**src/rtl/display7seg_scan_mux.sv**
```systemverilog
// Time-multiplexed hex 7-segment driver. A new value is staged in a shadow buffer
// and swapped into the display only at a frame wrap, which keeps digits from tearing.
module display7seg_scan_mux #(
    parameter int N_DIGITS    = 4,
    parameter int SCAN_DIV    = 50000,
    parameter int BLINK_TICKS = 256,
    parameter int ACTIVE_LOW  = 1
) (
    input  logic                  clk,
    input  logic                  rst,
    input  logic [4*N_DIGITS-1:0] value_in,
    input  logic                  load,
    input  logic [N_DIGITS-1:0]   dp_in,
    input  logic                  blank_lz,
    input  logic [N_DIGITS-1:0]   blink_mask,
    output logic [6:0]            seg_out,
    output logic                  dp_out,
    output logic [N_DIGITS-1:0]   an_out,
    output logic                  frame_done
);
    localparam int PW = $clog2(SCAN_DIV);
    localparam int IW = $clog2(N_DIGITS);
    localparam int BW = (BLINK_TICKS > 1) ? $clog2(BLINK_TICKS) : 1;

    localparam logic                LOW      = (ACTIVE_LOW != 0);
    localparam logic [6:0]          SEG_OFF  = {7{LOW}};
    localparam logic [N_DIGITS-1:0] AN_OFF   = {N_DIGITS{LOW}};
    localparam logic [PW-1:0]       PRE_LAST = PW'(SCAN_DIV - 1);
    localparam logic [IW-1:0]       IDX_LAST = IW'(N_DIGITS - 1);
    localparam logic [BW-1:0]       BLK_LAST = BW'(BLINK_TICKS - 1);

    logic [PW-1:0]           pre_q, pre_d;
    logic [IW-1:0]           idx_q, idx_d;
    logic [BW-1:0]           blk_cnt_q, blk_cnt_d;
    logic                    phase_q, phase_d;
    logic [4*N_DIGITS-1:0]   shadow_val_q, shadow_val_d;
    logic [N_DIGITS-1:0]     shadow_dp_q, shadow_dp_d;
    logic                    pending_q, pending_d;
    logic [4*N_DIGITS-1:0]   act_val_q, act_val_d;
    logic [N_DIGITS-1:0]     act_dp_q, act_dp_d;
    logic                    frame_done_q;
    logic [6:0]              seg_q, seg_d;
    logic                    dp_q, dp_d;
    logic [N_DIGITS-1:0]     an_q, an_d;

    logic                    tick;
    logic                    wrap;
    logic [3:0]              cur_nib;
    logic                    cur_dp;
    logic                    cur_blink;
    logic                    cur_lz;
    logic                    upper_zero;
    logic                    blank;
    logic [N_DIGITS-1:0]     onehot;
    logic [6:0]              seg_lit;

    function automatic logic [6:0] hex_font(input logic [3:0] nib);
        logic [6:0] f;
        case (nib)
            4'h0:    f = 7'h3F;
            4'h1:    f = 7'h06;
            4'h2:    f = 7'h5B;
            4'h3:    f = 7'h4F;
            4'h4:    f = 7'h66;
            4'h5:    f = 7'h6D;
            4'h6:    f = 7'h7D;
            4'h7:    f = 7'h07;
            4'h8:    f = 7'h7F;
            4'h9:    f = 7'h6F;
            4'hA:    f = 7'h77;
            4'hB:    f = 7'h7C;
            4'hC:    f = 7'h39;
            4'hD:    f = 7'h5E;
            4'hE:    f = 7'h79;
            default: f = 7'h71;
        endcase
        return f;
    endfunction

    always_comb begin
        tick = (pre_q == PRE_LAST);
        wrap = tick && (idx_q == IDX_LAST);

        pre_d = tick ? '0 : pre_q + 1'b1;

        idx_d = idx_q;
        if (tick) begin
            idx_d = wrap ? '0 : idx_q + 1'b1;
        end

        blk_cnt_d = blk_cnt_q;
        phase_d   = phase_q;
        if (tick) begin
            if (blk_cnt_q == BLK_LAST) begin
                blk_cnt_d = '0;
                phase_d   = ~phase_q;
            end else begin
                blk_cnt_d = blk_cnt_q + 1'b1;
            end
        end
    end

    // A load coinciding with the wrap bypasses the shadow and goes straight to display.
    always_comb begin
        shadow_val_d = shadow_val_q;
        shadow_dp_d  = shadow_dp_q;
        pending_d    = pending_q;
        act_val_d    = act_val_q;
        act_dp_d     = act_dp_q;

        if (load) begin
            shadow_val_d = value_in;
            shadow_dp_d  = dp_in;
        end

        if (wrap) begin
            pending_d = 1'b0;
            if (load) begin
                act_val_d = value_in;
                act_dp_d  = dp_in;
            end else if (pending_q) begin
                act_val_d = shadow_val_q;
                act_dp_d  = shadow_dp_q;
            end
        end else if (load) begin
            pending_d = 1'b1;
        end
    end

    // Walk from the top digit down so each digit knows whether everything above it is zero.
    always_comb begin
        cur_nib    = 4'h0;
        cur_dp     = 1'b0;
        cur_blink  = 1'b0;
        cur_lz     = 1'b0;
        upper_zero = 1'b1;
        onehot     = '0;
        for (int k = N_DIGITS - 1; k >= 0; k--) begin
            upper_zero = upper_zero && (act_val_q[4*k +: 4] == 4'h0);
            if (idx_q == IW'(k)) begin
                cur_nib   = act_val_q[4*k +: 4];
                cur_dp    = act_dp_q[k];
                cur_blink = blink_mask[k];
                cur_lz    = upper_zero && (k != 0);
                onehot[k] = 1'b1;
            end
        end

        blank   = (blank_lz && cur_lz) || (phase_q && cur_blink);
        seg_lit = blank ? 7'h00 : hex_font(cur_nib);
        seg_d   = seg_lit ^ SEG_OFF;
        dp_d    = (cur_dp && !blank) ^ LOW;
        an_d    = onehot ^ AN_OFF;
    end

    always_ff @(posedge clk or posedge rst) begin
        if (rst) begin
            pre_q        <= '0;
            idx_q        <= '0;
            blk_cnt_q    <= '0;
            phase_q      <= 1'b0;
            shadow_val_q <= '0;
            shadow_dp_q  <= '0;
            pending_q    <= 1'b0;
            act_val_q    <= '0;
            act_dp_q     <= '0;
            frame_done_q <= 1'b0;
            seg_q        <= SEG_OFF;
            dp_q         <= LOW;
            an_q         <= AN_OFF;
        end else begin
            pre_q        <= pre_d;
            idx_q        <= idx_d;
            blk_cnt_q    <= blk_cnt_d;
            phase_q      <= phase_d;
            shadow_val_q <= shadow_val_d;
            shadow_dp_q  <= shadow_dp_d;
            pending_q    <= pending_d;
            act_val_q    <= act_val_d;
            act_dp_q     <= act_dp_d;
            frame_done_q <= wrap;
            seg_q        <= seg_d;
            dp_q         <= dp_d;
            an_q         <= an_d;
        end
    end

    assign seg_out    = seg_q;
    assign dp_out     = dp_q;
    assign an_out     = an_q;
    assign frame_done = frame_done_q;

endmodule

```
**config.mk**
```make
export PLATFORM = sky130hd
export DESIGN_NAME = display7seg_scan_mux
export DESIGN_NICKNAME = d
export VERILOG_FILES = /design/src/rtl/display7seg_scan_mux.sv
export SDC_FILE = /design/constraint.sdc
export NUM_CORES = 1
export LEC_CHECK = 0
export CAP_MARGIN = 10
export CORE_MARGIN = 4
export CORE_UTILIZATION = 60
export DETAILED_ROUTE_END_ITERATION = 7
export PLACE_DENSITY = 0.81
export REMOVE_ABC_BUFFERS = 1
export SLEW_MARGIN = 10
export SYNTH_ARGS = -nofsm -noshare
export SYNTH_HDL_FRONTEND = slang
export SYNTH_SLANG_ARGS = --single-unit
```
**constraint.sdc**
```tcl
create_clock -name clk -period 5.3 [get_ports clk]
set_input_delay 1.06 -clock clk [delete_from_list [all_inputs] [get_ports clk]]
set_output_delay 1.06 -clock clk [all_outputs]
set_load 0.02 [all_outputs]
```
Word-level counts from Yosys, hierarchy flattened --
Memory sizes are Yosys's and may differ from the RTL's. Index checks and enable logic that the tools add are counted.
Cells by class: muxes and demuxes 30, reduce and logical (&&, ||, !) cells 16, eq/ne operators 5, bitwise gates (word level) 4, add/subtract/negate cells 3
Operators with widths (count):
- 16-bit two-way mux | 3
- 4-bit two-way mux | 6
- 1-bit two-way mux | 18
- 16-bit by 1-bit adder with 16-bit output (second input constant) | 1
- 16-bit equality test (second input constant) | 1
- 4-bit logical NOT | 3
- 8-bit by 1-bit adder with 8-bit output (second input constant) | 1
- 8-bit equality test (second input constant) | 1
- 8-bit two-way mux | 1
- 7-bit two-way mux | 1
- 7-bit inverter | 1
- 1-bit logical AND | 6
- 2-bit equality test (second input constant) | 2
- 4-bit inverter | 1
- 2-bit AND reduction | 2
- 2-bit nonzero test | 2
- 2-bit by 1-bit adder with 2-bit output (second input constant) | 1
- 2-bit by 1-bit equality test with 1-bit output (second input constant) | 1
- 2-bit logical NOT | 1
- 2-bit two-way mux | 1
- 1-bit inverter | 2
- 1-bit logical NOT | 1
- 1-bit logical OR | 1
Word-level totals: ROM bits 112, flip-flop bits (word level) 81, memories kept 1, input bits 28
Memory list:
- (no name shown) | words 16, width 7, read ports 1, clocked after Yosys merged registers in 0, wr ports 0, RTL line 59 | case (nib)

Depth between registers and ports, before layout --
Gate-level depths: netlist of run 1.
depth in word-level cells 10, mapped depth 12, mapped depth without buffers 10

Least setup slack after synthesis of run 1 --
Ideal clock, no wire load.
path kind flip-flop to flip-flop, from reg pre_q[7], to reg act_dp_q[0], setup time 125 ps, path slack 2808 ps, arrival 2367 ps, buffers on the path 2, data required time 5175 ps, stages on the path, launching flop included 7, path through dfrtp_1 > or4b_1 > or4_1 > buf_2 > or3_4 > buf_6 > mux2_4
Between the ends: word-level cells in the longest chain between the ends 3
RTL lines:
- start: declaration | RTL line 32 | logic [PW-1:0] pre_q, pre_d;
- start signal: assignment | RTL line 172 | pre_q <= pre_d;
- 16-bit equality test | RTL line 81 | tick = (pre_q == PRE_LAST);
- 1-bit logical AND | RTL line 82 | wrap = tick && (idx_q == IDX_LAST);
- 2-bit AND reduction (no line)
- end signal: assignment | RTL line 180 | act_dp_q <= act_dp_d;
- end: declaration | RTL line 40 | logic [N_DIGITS-1:0] act_dp_q, act_dp_d;
No other way between the ends. A chain may end at the register's enable or synchronous reset.

Worst setup path in the final report of run 1 --
from reg idx_q[0], to reg seg_q[5], in the netlist seg_out[5]
Between the ends: word-level cells in the longest chain between the ends 9, elaborated cells between the ends (all ways) 22
RTL lines:
- start: declaration | RTL line 33 | logic [IW-1:0] idx_q, idx_d;
- start signal: assignment | RTL line 173 | idx_q <= idx_d;
- branches (longest 7 deep; another with memory read 16 x 7 bit)
- 7-bit two-way mux (*) | RTL line 150 | seg_lit = blank ? 7'h00 : hex_font(cur_nib);
- 7-bit inverter (no line) (*)
- named net seg_d[5] | RTL line 42 | logic [6:0] seg_q, seg_d;
- end signal: assignment | RTL line 182 | seg_q <= seg_d;
- end: declaration | RTL line 42
Mark *: on every way through the listed nets, which the timed path passes.

==> results.yml, run 1 <==
status:
  outcome: "finished clean"
sta:
  final_setup_margin_ns: 2.39
  timing_hold_violations_final: 0
  finClkSkew_ns: 0.00751
  final-setup-viol-count: 0
  max-slew-margin-rel: 0.463
  rsz_0062_raised_after_global_routing: "false"
  max_freq_ghz: 0.343
  layout_min_cycle_time_ns: 2.91
  finalSetupTns_ns: 0
  max_slew.worst_pin.slew_ns: 0.804
  final_max_slew_viol_count: 0
  ratio_of_final_minimum_period_to_clock_period: 0.550
routing:
  drt-vias-per-instance: 5.73
  routed_wl_mm: 7.17
  detailroute.via_count: 2460
  drt_first_iter_violations: 93
  route.antenna.remaining_nets: 0
  routed_wire_length_per_instance_um: 16.7
  drt_pre_antenna_iters: 4
  post-route-drc-count: 0
worst_hold_path:
  hold_depth: 1
  min_path_type: "flop to flop"
worst_setup_path:
  timing_worst_setup_path_type: "flop to flop"
  worstSetupEndpointType: "flop"
  worst_reg2reg_path_depth: 9
  worst_path_max_delay_cell: "sky130_fd_sc_hd__nor2b_1"
  crit_required_ns: 5.52
  timing.critical_path.depth: 9
  worst-endpoint-arrival_ns: 3.14
  worst-path-max-fanout: 10
  critical_path_buf_inv_count: 2
  path_delay_family: "simple AND/OR/NAND/NOR gates"
  worstSetupStartpointType: "flop"
  critical_path_cell_by_cell: "inv_1 > ha_1 > nor2b_1 > a221oi_1 > nor2_1 > inv_1 > ha_1 > and2_1 > o311ai_0"
  crit_path_max_incr_delay_ns: 0.52
grt:
  grt_pass1_vias: 2485
  grt_use_met3: 0.0378
  antenna_found_initial: 0
  globalRoute.busiestLayer: "met2"
  grt_use_total: 0.209
  grt_start_max_net_pins: 42
  grt_first_pass_wirelength_mm: 12.2
  globalRoute.totalOverflow: 0
  met2_resource_use_gr: 0.355
  grt_util_met1: 0.264
final_layout:
  post_route_cells_drive_above_1_share: 0.212
  layout_commonest_cell: "sky130_fd_sc_hd__dfrtp_1"
  num-nets-final: 389
  synthToLayoutAreaGrowth_pct: 17.8
  instances_no_fill: 429
  num_antenna_cells: 0
  mostFrequentLayoutCells: "sky130_fd_sc_hd__dfrtp_1, sky130_fd_sc_hd__clkdlybuf4s50_1, sky130_fd_sc_hd__nand2_1, sky130_fd_sc_hd__mux2_2, sky130_fd_sc_hd__mux2_4"
  fillerInstances: 388
yosys:
  synth.lib_cells_used.distinct: 48
  synth-async-reset-ratio: 1.00
  synth_enable_flop_cells: 0
  ys_top_cells_by_area: "sky130_fd_sc_hd__dfrtp_1, sky130_fd_sc_hd__dfstp_2, sky130_fd_sc_hd__mux2_4"
  syn_area_um2: 3750
  synth.avg_cell_area_um2: 12.3
  netlist_instances: 306
  synth_largest_area_cell: "sky130_fd_sc_hd__dfrtp_1"
  share_of_the_yosys_chip_area_belonging_to_registers: 0.544
  synth.ff_latch_count: 81
  synth.top_cell.area_share: 0.460
  ys.flop_type: "sky130_fd_sc_hd__dfrtp_1"
  yosysWarningCount: 0
floorplanning:
  vertical_extent_of_the_die_um: 87.1
  io_pins: 41
  placementRows: 28
  core_region_area_um2: 5990
  die_w_um: 87.1
  start_util: 0.627
  die_area_um2: 7590
placement:
  place_congestion: 0.821
  preCtsSetupSlack_ns: 2.36
  detailed_place_hpwl_mm: 4.95
  placed_cells: 413
  io_buffer_count: 40
clock_network:
  htreeDepth: 3
  number_of_buffers_on_the_longest_clock_path: 2
  path_clk_slew_ns: 0.07
  cts_inserted_buffers: 9
  cts_root_buf: "sky130_fd_sc_hd__clkbuf_8"
  clkSinkCount: 81
  clk-insertion-delay-late_ns: 0.34
  post-cts-setup-buffers: 0
  cts_hold_buf: 0
  postCtsResizedCells: 0
  tritoncts: "built"
power_and_ir_drop:
  static-leakage-power_uw: 0.00197
  switching_share: 0.214
  ir_drop_mv: 0.201
  clock_power_share: 0.378
  power.density_cell_area_nw_per_um2: 275
  power_report.internal_total_uw: 957
  seqPwrFrac: 0.539
  power.net_switching_uw: 260
  power.combinational.fraction: 0.083
  finalPower_uw: 1220
job:
  max_cap_viol_count: 0
## flip-flops by register name (all words and copies together) (netlist names), 2 cells and up
register and count:
an_out 4, act_val_q 16, pre_q 16, shadow_dp_q 4
seg_out 7, act_dp_q 4, blk_cnt_q 8, idx_q 2
shadow_val_q 16
## routing by layer
layer  wire length, um  part of all wire
met1              3020              0.42
met2              3760              0.52
met3               270             0.038
met4               116             0.016
met5                 0                 0
## cell type report
type / count / area (um2) / area share
Timing Repair Buffer: 43 / 423 / 0.0957
Clock buffer: 14 / 173 / 0.0391
Inverter: 11 / 41.3 / 0.00934
Sequential cell: 81 / 2040 / 0.462
Multi-Input combinational cell: 203 / 1610 / 0.365
Clock inverter: 2 / 35.0 / 0.00793
Tap cell: 75 / 93.8 / 0.0212
## synthesized netlist by cell type, drive strengths merged (2+ instances only)
cell / instances
a21o: 2
a21oi: 3
a221o: 3
a221oi: 4
a2bb2oi: 2
and2: 3
and3: 2
buf: 3
clkbuf: 8
dfrtp: 69
dfstp: 12
ha: 12
inv: 11
mux2: 41
mux2i: 2
nand2: 23
nand2b: 3
nand3: 18
nand4: 6
nor2: 18
nor3: 3
nor4: 4
o211ai: 2
o21ai: 12
o221ai: 4
o31ai: 2
or3: 3
xnor2: 12
xor2: 4
## metrics by stage
step	area, um2	util	hold slack [ns]
after global placement	4210	0.703	0.467
after detailed placement	4210	0.703	0.482
after CTS	4420	0.738	0.495
final	4420	0.738	0.485
after global routing	4420	0.738	0.515
after floorplan	3700	-	0.446
## cell families (layout without fill, tap and decap cells)
| kind of cell | Yosys count | after routing | share of synthesized area |
|---|---|---|---|
| AO/OA/AOI/OAI | 41 | 41 | 0.0787 |
| buffers and inverters | 22 | 70 | 0.0263 |
| adder cells (fa/ha/maj) | 12 | 12 | 0.0400 |
| AND/OR/NAND/NOR | 91 | 91 | 0.125 |
| XOR/XNOR | 16 | 16 | 0.0373 |
| multiplexers | 43 | 43 | 0.148 |
| flip-flops | 81 | 81 | 0.544 |
## path summary, 6_finish.rpt
kind,startpoint,to,slack (ns)
worst max-delay path,idx_q[0]$_DFFE_PP0N_,seg_out[5]$_DFF_PP1_,2.39
worst min-delay path,pre_q[0]$_DFF_PP0_,pre_q[0]$_DFF_PP0_,0.49
worst max register to register,idx_q[0]$_DFFE_PP0N_,seg_out[5]$_DFF_PP1_,2.39
worst min register to register,pre_q[0]$_DFF_PP0_,pre_q[0]$_DFF_PP0_,0.49
max in group asynchronous,rst,an_out[1]$_DFF_PP1_,3.08
min in group asynchronous,rst,shadow_val_q[10]$_DFFE_PP0P_,1.19
## power by group through the flow
stage / Clock (uW) / Combinational (uW) / Sequential (uW)
after global placement: 0 / 98.9 / 666
final: 460 / 101 / 657
after detailed placement: 0 / 101 / 668
after global routing: 496 / 110 / 659
after CTS: 469 / 103 / 656
after floorplan: 0 / 51.5 / 670
Note: power is estimated with default switching activity, not from simulation.
==> run 2, diff against run 1 <==
--- a/config.mk
+++ b/config.mk
@@ -7,9 +7,9 @@
 export LEC_CHECK = 0
 export CAP_MARGIN = 10
 export CORE_MARGIN = 4
-export CORE_UTILIZATION = 60
+export CORE_UTILIZATION = 56
 export DETAILED_ROUTE_END_ITERATION = 7
-export PLACE_DENSITY = 0.81
+export PLACE_DENSITY = 0.76
 export REMOVE_ABC_BUFFERS = 1
 export SLEW_MARGIN = 10
 export SYNTH_ARGS = -nofsm -noshare
==> constraint.sdc (replaced) <==
create_clock -name clk -period 3 [get_ports clk]
set_input_delay 0.6 -clock clk [delete_from_list [all_inputs] [get_ports clk]]
set_output_delay 0.6 -clock clk [all_outputs]
set_load 0.02 [all_outputs]
==> run 2 against run 1 <==
Critical path type unchanged; hold slack worse by 0.010 ns; largest cell class unchanged; utilization shrank 4.1 points; first-iteration DRC count up 6.5%; clock-buffer cell count is 3 lower; largest power group unchanged; non-clock buffer count increased by 2; clock power rose by 95%.
==> results.yml, run 2 (same netlist as run 1, synthesis figures left out) <==
floorplanning:
  placementRows: 29
  vertical_extent_of_the_die_um: 89.9
  die_w_um: 89.9
  core_region_area_um2: 6420
  io_pins: 41
  die_area_um2: 8080
  start_util: 0.584
final_layout:
  final_core_utilization: 0.697
  num_antenna_cells: 0
  mostFrequentLayoutCells: "sky130_fd_sc_hd__dfrtp_1, sky130_fd_sc_hd__clkdlybuf4s50_1, sky130_fd_sc_hd__nand2_1, sky130_fd_sc_hd__mux2_2, sky130_fd_sc_hd__mux2_4"
  post_route_cells_drive_above_1_share: 0.225
  synthToLayoutAreaGrowth_pct: 19.2
  fillerInstances: 465
  instances_no_fill: 433
  layout_commonest_cell: "sky130_fd_sc_hd__dfrtp_1"
  num-nets-final: 391
  top_regs: "act_val_q x16, pre_q x16, shadow_val_q x16"
clock_network:
  number_of_buffers_on_the_longest_clock_path: 2
  cts_inserted_buffers: 9
  cts_root_buf: "sky130_fd_sc_hd__clkbuf_8"
  clk-insertion-delay-late_ns: 0.34
  tritoncts: "built"
  htreeDepth: 3
  clkSinkCount: 81
  path_clk_slew_ns: 0.09
  cts_hold_buf: 0
sta:
  final-setup-viol-count: 0
  rsz_0062_raised_after_global_routing: "false"
  hold-worst-slack_ns: 0.475
  finalSetupTns_ns: 0
  final_max_slew_viol_count: 0
  max_slew.worst_pin.slew_ns: 0.705
  ratio_of_final_minimum_period_to_clock_period: 0.900
  max_freq_ghz: 0.370
  final_setup_margin_ns: 0.299
  max-slew-margin-rel: 0.530
  layout_min_cycle_time_ns: 2.70
  finClkSkew_ns: 0.0113
  timing_hold_violations_final: 0
worst_setup_path:
  timing.critical_path.depth: 9
  worst-path-max-fanout: 10
  worstSetupEndpointType: "flop"
  critical_path_cell_by_cell: "inv_1 > ha_1 > nor2b_2 > a221o_1 > o221ai_1 > inv_1 > ha_1 > nor2_1 > o311ai_0"
  worst_reg2reg_path_depth: 9
  worst_path_max_delay_cell: "sky130_fd_sc_hd__dfrtp_1"
  crit_path_max_incr_delay_ns: 0.38
  critical_path_buf_inv_count: 2
  worst-endpoint-arrival_ns: 2.93
  worstSetupStartpointType: "flop"
  crit_required_ns: 3.23
  timing_worst_setup_path_type: "flop to flop"
  path_delay_family: "compound AO/OA/AOI/OAI gates"
status:
  outcome: "finished clean"
routing:
  routed_wire_length_per_instance_um: 16.8
  drt_first_iter_violations: 99
  drt-vias-per-instance: 5.83
  route.antenna.remaining_nets: 0
  post-route-drc-count: 0
  detailroute.via_count: 2524
  drt_pre_antenna_iters: 4
  routed_wl_mm: 7.27
power_and_ir_drop:
  static-leakage-power_uw: 0.00199
  power_report.internal_total_uw: 1750
  power.combinational.fraction: 0.081
  switching_share: 0.216
  clock_power_share: 0.401
  power.net_switching_uw: 483
  seqPwrFrac: 0.518
  ir_drop_mv: 0.273
  power.density_cell_area_nw_per_um2: 499
grt:
  grt_pass1_vias: 2658
  antenna_found_initial: 0
  grt_use_total: 0.194
  grt_start_max_net_pins: 82
  grt_first_pass_wirelength_mm: 12.9
  globalRoute.totalOverflow: 0
placement:
  place_congestion: 0.825
  io_buffer_count: 40
  placed_cells: 417
  preCtsSetupSlack_ns: 0.205
  detailed_place_hpwl_mm: 5.10
worst_hold_path:
  min_path_type: "flop to flop"
  hold_depth: 1
job:
  max_cap_viol_count: 0
==> run 2: metrics by stage <==
step / power, uW / instance area [um2]
detailed placement: 1360 / 4240
global placement: 1350 / 4240
CTS: 2250 / 4470
global route: 2330 / 4480
floorplan: 1280 / 3700
finish: 2230 / 4480
==> run 2: cell type report <==
type,instances,area [um2],share of cell area
clock inverter,5,77.6,0.0173
timing repair buffer,45,450,0.101
clock buffer,11,151,0.0338
multi-input combinational,203,1620,0.361
tap,77,96.3,0.0215
inverter,11,42.5,0.00951
sequential,81,2040,0.456
==> run 2: repair_timing <==
action | 4_1_cts | 5_1_grt
hold endpoints to repair | 0 | 0
resized for setup | 0 | 1
setup buffers | 0 | 0
endpoints found under the setup margin | 0 | 1
==> run 2: per-layer routing <==
metal	routed length, um	part of all wire	global-route usage	vias to the layer above
met3	283	0.039	0.0417	13
met5	0	0	0	-
li1	-	-	-	1180
met1	3100	0.43	0.242	1275
met2	3770	0.52	0.338	56
met4	122	0.017	0.0638	0
==> run 2: power by group through the flow <==
stage / clock (uW) / sequential (uW) / combinational (uW)
finish: 897 / 1160 / 180
global route: 965 / 1160 / 198
CTS: 909 / 1160 / 184
detailed placement: 0 / 1180 / 182
global placement: 0 / 1180 / 177
floorplan: 0 / 1180 / 90.9
==> run 2: final timing paths <==
kind | end | slack (ns) | from
worst max register to register | seg_out[5]$_DFF_PP1_ | 0.30 | idx_q[0]$_DFFE_PP0N_
max in group asynchronous | an_out[0]$_DFF_PP1_ | 1.98 | rst
worst max-delay path | seg_out[5]$_DFF_PP1_ | 0.30 | idx_q[0]$_DFFE_PP0N_
worst min-delay path | blk_cnt_q[4]$_DFFE_PP0N_ | 0.48 | blk_cnt_q[4]$_DFFE_PP0N_
worst min register to register | blk_cnt_q[4]$_DFFE_PP0N_ | 0.48 | blk_cnt_q[4]$_DFFE_PP0N_
min in group asynchronous | shadow_val_q[3]$_DFFE_PP0P_ | 0.64 | rst
